`config.mk`:
```
export PLATFORM = sky130hd
export DESIGN_NAME = wave_info_regbank_flat
export DESIGN_NICKNAME = d
export VERILOG_FILES = /design/src/rtl/wave_info_pkg.sv /design/src/rtl/wave_info_regbank_if.sv /design/src/rtl/wave_info_chan.sv /design/src/rtl/wave_info_regbank.sv /design/src/flat_wrapper.sv
export SDC_FILE = /design/constraint.sdc
export NUM_CORES = 1
export LEC_CHECK = 0
export ABC_AREA = 1
export BUFFER_PORTS_ARGS = -buffer_cell sky130_fd_sc_hd__buf_2
export CORE_AREA = 4 4 98 100
export CTS_CLUSTER_DIAMETER = 150
export DETAILED_ROUTE_END_ITERATION = 10
export DIE_AREA = 0 0 102 104
export PLACE_DENSITY = 0.93
export SETUP_SLACK_MARGIN = 0.15
export SLEW_MARGIN = 20
export SYNTH_ARGS = -nofsm -noshare
export SYNTH_HDL_FRONTEND = slang
export SYNTH_SLANG_ARGS = --single-unit
```
`constraint.sdc`:
```
create_clock -name clk -period 6.5 [get_ports clk]
set_clock_uncertainty 0.2 [all_clocks]
set_input_delay 0.325 -clock clk [delete_from_list [all_inputs] [get_ports clk]]
set_output_delay 0.325 -clock clk [all_outputs]
set_load 0.005 [all_outputs]
```
`src/rtl/wave_info_pkg.sv`:
```
// Shared register-map constants and decode types for the waveform info register bank.
package wave_info_pkg;

  localparam int STRIDE_LOG2 = 2;
  localparam int REG_STRIDE  = 1 << STRIDE_LOG2;

  localparam logic [STRIDE_LOG2-1:0] OFS_DIV  = 2'd0;
  localparam logic [STRIDE_LOG2-1:0] OFS_GAIN = 2'd1;
  localparam logic [STRIDE_LOG2-1:0] OFS_PLO  = 2'd2;
  localparam logic [STRIDE_LOG2-1:0] OFS_PHI  = 2'd3;

  localparam logic [1:0] OFS_STATUS = 2'd0;
  localparam logic [1:0] OFS_CTRL   = 2'd1;
  localparam logic [1:0] OFS_ID     = 2'd2;

  localparam logic [31:0] UNMAPPED_VALUE = 32'hFFFF_FFFF;

  typedef enum logic [2:0] {
    SEL_DIV,
    SEL_GAIN,
    SEL_PLO,
    SEL_PHI,
    SEL_STATUS,
    SEL_CTRL,
    SEL_ID,
    SEL_NONE
  } reg_sel_e;

endpackage

```
`src/rtl/wave_info_regbank_if.sv`:
```
// MCU-side parallel bus: address latch, write strobe (rd_en), read strobe (wr_en).
interface wave_info_regbank_if #(
  parameter int DATA_WIDTH = 16
);
  logic                  addr_en;
  logic                  rd_en;
  logic                  wr_en;
  logic [DATA_WIDTH-1:0] rd_data;
  logic [DATA_WIDTH-1:0] wr_data;

  modport master (output addr_en, rd_en, wr_en, rd_data, input wr_data);
  modport slave  (input addr_en, rd_en, wr_en, rd_data, output wr_data);
endinterface

```
`src/rtl/wave_info_chan.sv`:
```
// Per-channel period high-word shadow and sticky "new period" flag.
module wave_info_chan #(
  parameter int HI_WIDTH = 2
) (
  input  logic                clk,
  input  logic                rst_n,
  input  logic                en,
  input  logic                capture,
  input  logic                clear,
  input  logic                set,
  input  logic [HI_WIDTH-1:0] period_hi,
  output logic [HI_WIDTH-1:0] hi_shadow,
  output logic                new_flag
);

  // A fresh period pulse outranks a clear-on-read landing on the same edge.
  always_ff @(posedge clk or negedge rst_n) begin
    if (!rst_n) begin
      hi_shadow <= '0;
      new_flag  <= 1'b0;
    end else if (en) begin
      if (capture) hi_shadow <= period_hi;
      if (set)        new_flag <= 1'b1;
      else if (clear) new_flag <= 1'b0;
    end
  end

endmodule

```
`src/rtl/wave_info_regbank.sv`:
```
// Multi-channel waveform info register bank: address decode, read mux, ctrl word.
module wave_info_regbank
  import wave_info_pkg::*;
#(
  parameter int                    NUM_CH        = 4,
  parameter int                    DATA_WIDTH    = 16,
  parameter int                    COUNTER_WIDTH = 18,
  parameter int                    DIV_WIDTH     = 12,
  parameter int                    GAIN_WIDTH    = 2,
  parameter logic [DATA_WIDTH-1:0] ID_VALUE      = 16'hA502
) (
  input  logic                            clk,
  input  logic                            rst_n,
  input  logic                            en,
  wave_info_regbank_if.slave              bus,
  input  logic [NUM_CH*DIV_WIDTH-1:0]     div,
  input  logic [NUM_CH*GAIN_WIDTH-1:0]    gain_ctrl,
  input  logic [NUM_CH*COUNTER_WIDTH-1:0] period,
  input  logic [NUM_CH-1:0]               period_upd,
  output logic [DATA_WIDTH-1:0]           ctrl,
  output logic                            ctrl_wr
);

  localparam int HI_WIDTH = COUNTER_WIDTH - DATA_WIDTH;
  localparam int CH_W     = (NUM_CH > 1) ? $clog2(NUM_CH) : 1;
  localparam logic [DATA_WIDTH-1:0] G_BASE = DATA_WIDTH'(REG_STRIDE * NUM_CH);

  logic [DATA_WIDTH-1:0] addr;
  logic [DATA_WIDTH-1:0] rd_q;
  logic [DATA_WIDTH-1:0] rd_value;
  reg_sel_e              sel;
  logic [CH_W-1:0]       ch;
  logic                  read_hit;
  logic                  write_hit;

  logic [DIV_WIDTH-1:0]  div_ch    [NUM_CH];
  logic [GAIN_WIDTH-1:0] gain_ch   [NUM_CH];
  logic [DATA_WIDTH-1:0] plo_ch    [NUM_CH];
  logic [HI_WIDTH-1:0]   hi_shadow [NUM_CH];
  logic [NUM_CH-1:0]     new_flag;

  assign read_hit    = en && bus.wr_en;
  assign write_hit   = en && bus.rd_en;
  assign bus.wr_data = rd_q;

  always_comb begin
    sel = SEL_NONE;
    ch  = '0;
    if (addr < G_BASE) begin
      ch = addr[CH_W+STRIDE_LOG2-1:STRIDE_LOG2];
      case (addr[STRIDE_LOG2-1:0])
        OFS_DIV:  sel = SEL_DIV;
        OFS_GAIN: sel = SEL_GAIN;
        OFS_PLO:  sel = SEL_PLO;
        OFS_PHI:  sel = SEL_PHI;
        default:  sel = SEL_NONE;
      endcase
    end else if (addr == G_BASE + DATA_WIDTH'(OFS_STATUS)) begin
      sel = SEL_STATUS;
    end else if (addr == G_BASE + DATA_WIDTH'(OFS_CTRL)) begin
      sel = SEL_CTRL;
    end else if (addr == G_BASE + DATA_WIDTH'(OFS_ID)) begin
      sel = SEL_ID;
    end
  end

  always_comb begin
    rd_value = UNMAPPED_VALUE[DATA_WIDTH-1:0];
    case (sel)
      SEL_DIV:    rd_value = DATA_WIDTH'(div_ch[ch]);
      SEL_GAIN:   rd_value = DATA_WIDTH'(gain_ch[ch]);
      SEL_PLO:    rd_value = plo_ch[ch];
      SEL_PHI:    rd_value = DATA_WIDTH'(hi_shadow[ch]);
      SEL_STATUS: rd_value = DATA_WIDTH'(new_flag);
      SEL_CTRL:   rd_value = ctrl;
      SEL_ID:     rd_value = ID_VALUE;
      default:    rd_value = UNMAPPED_VALUE[DATA_WIDTH-1:0];
    endcase
  end

  // Clearing every flag on a STATUS read equals clearing exactly those returned as 1.
  for (genvar k = 0; k < NUM_CH; k++) begin : g_chan
    assign div_ch[k]  = div[k*DIV_WIDTH +: DIV_WIDTH];
    assign gain_ch[k] = gain_ctrl[k*GAIN_WIDTH +: GAIN_WIDTH];
    assign plo_ch[k]  = period[k*COUNTER_WIDTH +: DATA_WIDTH];

    wave_info_chan #(
      .HI_WIDTH(HI_WIDTH)
    ) u_chan (
      .clk      (clk),
      .rst_n    (rst_n),
      .en       (en),
      .capture  (read_hit && (sel == SEL_PLO) && (ch == CH_W'(k))),
      .clear    (read_hit && (sel == SEL_STATUS)),
      .set      (period_upd[k]),
      .period_hi(period[k*COUNTER_WIDTH+DATA_WIDTH +: HI_WIDTH]),
      .hi_shadow(hi_shadow[k]),
      .new_flag (new_flag[k])
    );
  end

  // Read and write both use the address held before this edge; addr_en beats increment.
  always_ff @(posedge clk or negedge rst_n) begin
    if (!rst_n) begin
      addr    <= '0;
      rd_q    <= '0;
      ctrl    <= '0;
      ctrl_wr <= 1'b0;
    end else begin
      ctrl_wr <= write_hit && (sel == SEL_CTRL);
      if (en) begin
        if (bus.addr_en)    addr <= bus.rd_data;
        else if (bus.wr_en) addr <= addr + DATA_WIDTH'(1);
        if (bus.wr_en) rd_q <= rd_value;
        if (bus.rd_en && (sel == SEL_CTRL)) ctrl <= bus.rd_data;
      end
    end
  end

endmodule

```
`src/flat_wrapper.sv`:
```
// flat-port wrapper written by rule: the top's interface ports become plain ports
module wave_info_regbank_flat import wave_info_pkg::*;
#(
  parameter int                    NUM_CH        = 4,
  parameter int                    DATA_WIDTH    = 16,
  parameter int                    COUNTER_WIDTH = 18,
  parameter int                    DIV_WIDTH     = 12,
  parameter int                    GAIN_WIDTH    = 2,
  parameter logic [DATA_WIDTH-1:0] ID_VALUE      = 16'hA502
)
  (clk, rst_n, en, div, gain_ctrl, period, period_upd, ctrl, ctrl_wr, bus_addr_en, bus_rd_en, bus_wr_en, bus_rd_data, bus_wr_data);
  wave_info_regbank_if #(.DATA_WIDTH(DATA_WIDTH)) bus_i ();
  input  logic clk;
  input  logic rst_n;
  input  logic en;
  input  logic [NUM_CH*DIV_WIDTH-1:0] div;
  input  logic [NUM_CH*GAIN_WIDTH-1:0] gain_ctrl;
  input  logic [NUM_CH*COUNTER_WIDTH-1:0] period;
  input  logic [NUM_CH-1:0] period_upd;
  output logic [DATA_WIDTH-1:0] ctrl;
  output logic ctrl_wr;
  input wire logic [$bits(bus_i.addr_en)-1:0] bus_addr_en;
  input wire logic [$bits(bus_i.rd_en)-1:0] bus_rd_en;
  input wire logic [$bits(bus_i.wr_en)-1:0] bus_wr_en;
  input wire logic [$bits(bus_i.rd_data)-1:0] bus_rd_data;
  output wire logic [$bits(bus_i.wr_data)-1:0] bus_wr_data;
  assign bus_i.addr_en = bus_addr_en;
  assign bus_i.rd_en = bus_rd_en;
  assign bus_i.wr_en = bus_wr_en;
  assign bus_i.rd_data = bus_rd_data;
  assign bus_wr_data = bus_i.wr_data;
  wave_info_regbank #(.NUM_CH(NUM_CH), .DATA_WIDTH(DATA_WIDTH), .COUNTER_WIDTH(COUNTER_WIDTH), .DIV_WIDTH(DIV_WIDTH), .GAIN_WIDTH(GAIN_WIDTH), .ID_VALUE(ID_VALUE)) u_core (.clk(clk), .rst_n(rst_n), .en(en), .bus(bus_i), .div(div), .gain_ctrl(gain_ctrl), .period(period), .period_upd(period_upd), .ctrl(ctrl), .ctrl_wr(ctrl_wr));
endmodule
```
==> results.py, run 1 <==
metrics = {
    "routing": {
        "drc": 0,
        "drt_iter0_drc": 336,
        "antenna_left": 0,
        "routed_wirelength_um": 14700,
        "wl_per_cell_um": 15.3,
        "first_pass_iters": 5,
        "vias": 5187,
        "drt-vias-per-instance": 5.43,
    },
    "placed_design": {
        "dp_hpwl_um": 11200,
        "place_ws_ns": 3.64,
        "placed_area_um2": 5450,
        "io_buffers": 186,
        "place_congestion": 0.925,
        "post-place-cells": 934,
    },
    "yosys": {
        "yosysTopAreaCellShare": 0.334,
        "synth_edf_count": 0,
        "yosys-top-cells-count": "216 x nand2_1, 75 x nand3_1, 61 x dfrtp_1, 59 x inv_1, 47 x nor2_1",
        "synth_seq_cells": 61,
        "yosysUniqueCellTypes": 40,
        "yosysSeqAreaShare": 0.334,
        "ys_warn_count": 0,
        "ys.flop_type": "dfrtp_1",
        "async_reset_ff_frac": 1.00,
        "synth_top_cell_by_area": "dfrtp_1",
        "syn_nets": 830,
        "synthCells": 671,
        "netlist_area_um2": 4570,
        "synth_area_per_cell_um2": 6.81,
        "synth.area.top_cells": "dfrtp_1 33%, nand2_1 18%, nand3_1 8.2%, nand4_1 5.5%, inv_1 4.8%",
        "synth.most_common_cell": "nand2_1",
    },
    "clock_network": {
        "numCtsBuffers": 9,
        "clk_latency_ns": 0.35,
        "root_buffer": "clkbuf_8",
        "clk_path_buf_depth": 2,
        "cts_num_sinks": 61,
        "cts_resized": 0,
        "clk_pin_slew_ns": 0.08,
        "post-cts-setup-buffer-count": 0,
        "htreeDepth": 3,
        "cts_tree": "yes",
    },
    "die": {
        "dieHeight_um": 104,
        "std_cell_rows": 34,
        "start_util": 0.526,
        "core_area_um2": 8680,
        "fp.dieArea_um2": 10600,
        "die_x_um": 102,
        "ios": 187,
    },
    "sta": {
        "finalSetupTns_ns": 0,
        "setup_slack_ns": 3.59,
        "grt_setup_unrepaired": "false",
        "slew_viol_final": 0,
        "hold_violations": 0,
        "setup_viol": 0,
        "finalCritPeriodShare": 0.448,
        "worst_pin_slew_ns": 0.781,
        "fin_crit_ns": 2.91,
        "slew_headroom": 0.479,
        "max_freq_ghz": 0.344,
    },
    "worst_setup_path": {
        "cp_data_arrival_time_ns": 2.95,
        "r2r-end": "u_core.ctrl[1]$_DFFE_PN0P_",
        "endpoint_kind": "flop",
        "critical_path_class": "flop to flop",
        "required_ns": 6.54,
        "reg2reg_slack_ns": 3.59,
        "rr_worst_depth": 8,
        "path_max_fanout": 22,
        "rr_startpoint": "u_core.addr[10]$_DFFE_PN0P_",
        "worstSetupStartpointType": "flop",
    },
    "power_and_ir_drop": {
        "swShare": 0.344,
        "pwr-share-clk": 0.349,
        "peakVddDrop_uv": 143,
        "leakagePower_nw": 2.87,
        "power.switching_mw": 0.352,
        "power_density_nw_per_um2": 179,
        "combPwrFrac": 0.229,
        "power.total_mw": 1.02,
        "pwr-share-seq": 0.422,
        "internal_power_mw": 0.672,
    },
    "global_routing": {
        "grt.busiest_layer": "met2",
        "grt_usage": 0.267,
        "met1_usage": 0.362,
        "grt_use_met2": 0.432,
        "grt.overflow.total": 0,
        "antenna_found_initial": 0,
        "grt_pass1_wl_um": 22700,
        "grtUsageMet3": 0.0570,
        "grt_max_degree": 62,
        "grt_pass1_vias": 4591,
    },
    "hold_path": {
        "worstHoldPathCells": 2,
        "worst_hold_path.endpoint": "u_core.ctrl[9]$_DFFE_PN0P_",
        "worstHoldStart": "bus_rd_data[9]",
        "hold_path_class": "primary input to flop",
    },
    "finish": {
        "fin_area_um2": 5710,
        "instances_no_fill": 955,
        "nNetsFinal": 1001,
        "drive_gt1_frac": 0.289,
        "syn_to_final_growth_pct": 25.0,
        "diodes": 0,
    },
    "outcome": {
        "outcome": "completed",
    },
    "run": {
        "cap_violations": 0,
    },
}
==> worst max-delay path: stages (launching register included) <==
cell and delay (ns):
dfrtp_1 0.45, nor2_2 0.15, nand2_2 0.08, nor2_4 0.49, nand2_1 0.31, nand2_2 0.15
nand3_4 0.13, nor2_4 0.42, mux2_2 0.39
==> layout make-up <==
cell class	count	area, um^2
clock buffer	9	124
clock inverter	7	82.6
fill	789	2970
inverter	67	251
multi-input combinational	510	2590
sequential	61	1530
tap	108	135
timing repair buffer	193	996
==> stage by stage <==
| step | hold slack (ns) | utilization |
|---|---|---|
| floorplan | -0.171 | - |
| global placement | 0.271 | 0.628 |
| detailed placement | 0.282 | 0.628 |
| CTS | 0.000575 | 0.658 |
| global route | 0.00548 | 0.658 |
| finish | 0.0129 | 0.658 |
==> metal layers <==
metal / vias to the layer above / wire length, um
met2: 277 / 6920
met4: 0 / 212
met3: 25 / 1660
met1: 2353 / 5860
li1: 2532 / -
met5: - / 0
==> placed cells by master (no fill, tap or decap), types with 2 or more instances in the layout <==
cell type      netlist  routed
a21oi_1             13      13
a31oi_1              2       2
a32o_1               2       2
buf_2               11     186
buf_4                7       2
clkbuf_8             0       9
clkinv_1             3       3
clkinv_4             0       3
dfrtp_1             61      61
dlygate4sd3_1        0       5
ha_1                 5       5
inv_1               59      59
inv_2                5       5
inv_6                0       3
mux2_1               9       9
mux2_2               2       2
nand2_1            216     216
nand2_2              5       5
nand3_1             75      75
nand3_2              2       2
nand3_4              2       2
nand3b_1             8       8
nand4_1             40      40
nor2_1              47      47
nor2_2               6       6
nor2_4               6       6
nor3_1               2       2
o21ai_0             39      39
o21ai_1              4       4
o22ai_1              3       3
or2_2                8       8
xor2_1               4       4
==> power by group through the flow <==
| stage | Combinational [mW] | Clock (mW) | Sequential, mW |
|---|---|---|---|
| final | 0.235 | 0.357 | 0.432 |
| after global routing | 0.260 | 0.379 | 0.436 |
| after CTS | 0.233 | 0.362 | 0.432 |
| after detailed placement | 0.229 | 0 | 0.439 |
| after global placement | 0.227 | 0 | 0.438 |
| after floorplan | 0.144 | 0 | 0.431 |
==> cell families (layout without fill, tap and decap cells) <==
logic type / after synthesis / after routing / share of synthesized area
adders and majority gates: 5 / 5 / 0.0137
buffers and inverters: 100 / 276 / 0.0975
and+or+nand+nor: 422 / 422 / 0.438
DFF: 61 / 61 / 0.334
muxes: 11 / 11 / 0.0271
AOI/OAI and AO/OA: 67 / 67 / 0.0795
xor gates and xnor gates: 5 / 5 / 0.00959
==> state kept, by name (all words and copies together) (netlist names) <==
signal / cells
u_core.bus.wr_data: 16
u_core.ctrl: 16
u_core.g_chan.u_chan.hi_shadow: 8
u_core.ctrl_wr: 1
u_core.g_chan.u_chan.new_flag: 4
u_core.addr: 16
==> worst max path at each step <==
| stage | start | end | slack (ns) |
|---|---|---|---|
| final | u_core.addr[10]$_DFFE_PN0P_ | u_core.ctrl[1]$_DFFE_PN0P_ | 3.59 |
| after global routing | u_core.addr[10]$_DFFE_PN0P_ | u_core.bus.wr_data[3]$_DFFE_PN0P_ | 3.29 |
| after CTS | u_core.addr[10]$_DFFE_PN0P_ | u_core.ctrl[1]$_DFFE_PN0P_ | 3.61 |
| after detailed placement | u_core.addr[10]$_DFFE_PN0P_ | u_core.ctrl[1]$_DFFE_PN0P_ | 3.64 |
| after global placement | u_core.addr[10]$_DFFE_PN0P_ | u_core.ctrl[2]$_DFFE_PN0P_ | 3.65 |
| after floorplan | u_core.addr[1]$_DFFE_PN0P_ | u_core.bus.wr_data[10]$_DFFE_PN0P_ | 4.33 |
==> what timing repair did <==
item / 4_1_cts / 5_1_grt
hold buffers: 5 / 0
setup endpoints to repair: 0 / 0
hold endpoints to repair: 65 / 0
No activity file was read; power rests on OpenSTA's default activity.
==> run 2: changes to the inputs <==
Settings changed: ABC_AREA 1 to 0, CORE_AREA 4 4 98 100 to 4 4 104 106, DIE_AREA 0 0 102 104 to 0 0 108 110, PLACE_DENSITY 0.93 to 0.84.
Clock period 6.5 ns to 2.6 ns, I/O delays scaled along.
==> run 2 against run 1 <==
Net effect:
- clock power grew to 2.7 times the previous value
- largest cell class unchanged
- register-to-register slack got worse by 3.4 ns
- critical path type unchanged
- fmax rose by 21%
- synthesized cell count decreased by 24%
==> results.py, run 2 <==
metrics = {
    "outcome": {
        "outcome": "completed",
    },
    "die": {
        "core_area_um2": 9770,
        "dieHeight_um": 110,
        "ios": 187,
        "start_util": 0.441,
        "std_cell_rows": 36,
        "die_x_um": 108,
        "fp.dieArea_um2": 11900,
    },
    "placed_design": {
        "placed_area_um2": 5470,
        "dp_hpwl_um": 12500,
        "place_congestion": 0.943,
        "io_buffers": 186,
    },
    "routing": {
        "routed-wl-met3_um": 1590,
        "drt-vias-per-instance": 5.83,
        "highest_layer": "met4",
        "drt_iter0_drc": 438,
        "antenna_left": 0,
        "drc": 0,
        "met2_length_um": 8410,
        "vias": 5251,
        "first_pass_iters": 5,
        "wl_per_cell_um": 18.9,
        "routed_wirelength_um": 17000,
        "wl_met1_um": 6330,
    },
    "finish": {
        "final_util": 0.652,
        "syn_to_final_growth_pct": 48.0,
        "fin_area_um2": 6370,
        "drive_gt1_frac": 0.392,
        "nNetsFinal": 922,
        "diodes": 0,
        "final_common_cell": "buf_2",
        "layout_common_cells": "187 x buf_2, 72 x nor2_1, 57 x dfrtp_1",
    },
    "clock_network": {
        "clk_path_buf_depth": 2,
        "numCtsBuffers": 9,
        "cts_tree": "yes",
        "htreeDepth": 3,
        "cts_num_sinks": 61,
        "clk_pin_slew_ns": 0.08,
        "clk_latency_ns": 0.35,
        "root_buffer": "clkbuf_8",
    },
    "worst_setup_path": {
        "worstSetupStartpointType": "flop",
        "cp_data_arrival_time_ns": 2.43,
        "critical_path_class": "flop to flop",
        "required_ns": 2.63,
        "reg2reg_slack_ns": 0.20,
        "endpoint_kind": "flop",
        "path_max_fanout": 8,
    },
    "sta": {
        "hold_violations": 0,
        "max_freq_ghz": 0.417,
        "grt_setup_unrepaired": "true",
        "slew_viol_final": 0,
        "whs_ns": 0.0113,
        "finalSetupTns_ns": 0,
        "slew_headroom": 0.655,
        "fin_crit_ns": 2.40,
        "worst_pin_slew_ns": 0.517,
        "finalCritPeriodShare": 0.922,
        "setup_viol": 0,
    },
    "yosys": {
        "synth_area_per_cell_um2": 8.46,
        "netlist_area_um2": 4310,
        "synth_edf_count": 0,
        "synth_seq_cells": 61,
        "ys_warn_count": 0,
        "syn_nets": 668,
        "synth_top_cell_by_area": "dfrtp_1",
        "async_reset_ff_frac": 1.00,
        "yosysTopAreaCellShare": 0.354,
        "yosysSeqAreaShare": 0.354,
        "synthCells": 509,
        "synth.area.top_cells": "dfrtp_1 35%, nor2_1 6.4%, mux2i_1 6.3%, a21oi_1 5.6%, mux2_2 5.2%",
        "synth.most_common_cell": "nor2_1",
        "ys.flop_type": "dfrtp_1",
        "yosysUniqueCellTypes": 57,
        "yosys-top-cells-count": "73 x nor2_1, 61 x dfrtp_1, 48 x a21oi_1, 43 x nand2_1, 32 x o21ai_0",
    },
    "global_routing": {
        "grt_pass1_wl_um": 25600,
        "grt.overflow.total": 0,
        "antenna_found_initial": 0,
        "grt_pass1_vias": 5198,
        "grt_usage": 0.277,
        "grt_max_degree": 37,
    },
    "power_and_ir_drop": {
        "power.total_mw": 2.91,
        "leakagePower_nw": 2.96,
        "peakVddDrop_uv": 371,
        "power_density_nw_per_um2": 456,
    },
    "hold_path": {
        "hold_path_class": "primary input to flop",
    },
    "run": {
        "cap_violations": 0,
    },
}
## run 2: cell types whose count changed in the layout (fill, tap and decap cells not counted), sizes merged, moves of 11 or more
cell	change
nand2	-179
inv	-60
dlygate4sd3	+47
nand3	-46
buf	+38
nand4	-36
a21oi	+35
mux2i	+27
mux2	+18
nor2	+13
o21ai	-11
## run 2: final timing paths
path,start,end,cells past startpoint
max in group asynchronous,rst_n,u_core.addr[0]$_DFFE_PN0P_,3
min reg2reg,u_core.g_chan[1].u_chan.new_flag$_DFFE_PN0P_,u_core.g_chan[1].u_chan.new_flag$_DFFE_PN0P_,1
max,u_core.addr[12]$_DFFE_PN0P_,u_core.ctrl[13]$_DFFE_PN0P_,6
min in group asynchronous,rst_n,u_core.addr[10]$_DFFE_PN0P_,2
min,period[30],u_core.bus.wr_data[12]$_DFFE_PN0P_,5
max reg2reg,u_core.addr[12]$_DFFE_PN0P_,u_core.ctrl[13]$_DFFE_PN0P_,6
## run 2: cells by family (layout without fill, tap and decap cells)
| family | count (synthesis) | in the layout | synth area share |
|---|---|---|---|
| and+or+nand+nor | 198 | 198 | 0.219 |
| DFF | 61 | 61 | 0.354 |
| adders and majority gates | 5 | 5 | 0.0145 |
| buffers and inverters | 42 | 301 | 0.0459 |
| muxes | 58 | 58 | 0.157 |
| AOI/OAI and AO/OA | 145 | 145 | 0.209 |
## run 2: area by class of cell
class	count	area [um^2]
clock inverter	6	86.3
fill	815	3400
timing repair buffer	278	1760
multi-input combinational	406	2670
clock buffer	10	138
sequential	61	1530
inverter	7	26.3
tap	133	166
## run 2: repair_timing
item / 4_1_cts / 5_1_grt
buffers inserted: 0 / 7
gates resized for setup: 6 / 19
pin swaps: 0 / 3
endpoints found under the setup margin: 14 / 30
endpoints found under the hold margin: 75 / 0
cloned: 0 / 1
hold buffers: 52 / 0
## run 2: layer usage
layer  vias to the layer above  global-route usage
li1                       2400                   -
met3                        63              0.0652
met2                       323               0.478
met5                         -                   0
met1                      2465               0.325
met4                         0               0.134
## run 2: critical path: stages, from the launching register on
cell and delay [ns]:
dfrtp_1 0.45, nor2_1 0.32, and4_4 0.36, and2_1 0.20, and3_1 0.20, buf_4 0.19, mux2_2 0.35
## run 2: where the power goes
| part | switching [mW] | internal, mW | total [mW] |
|---|---|---|---|
| clock | 0.405 | 0.563 | 0.968 |
| combinational | 0.483 | 0.392 | 0.876 |
| sequential | 0.0695 | 0.993 | 1.06 |
| total | 0.958 | 1.95 | 2.91 |
## run 2: through the flow
stage,cells,setup slack [ns]
final,901,0.202
after global routing,901,0.114
after CTS,893,0.148
after detailed placement,825,0.116
after global placement,825,0.179
after floorplan,509,0.172
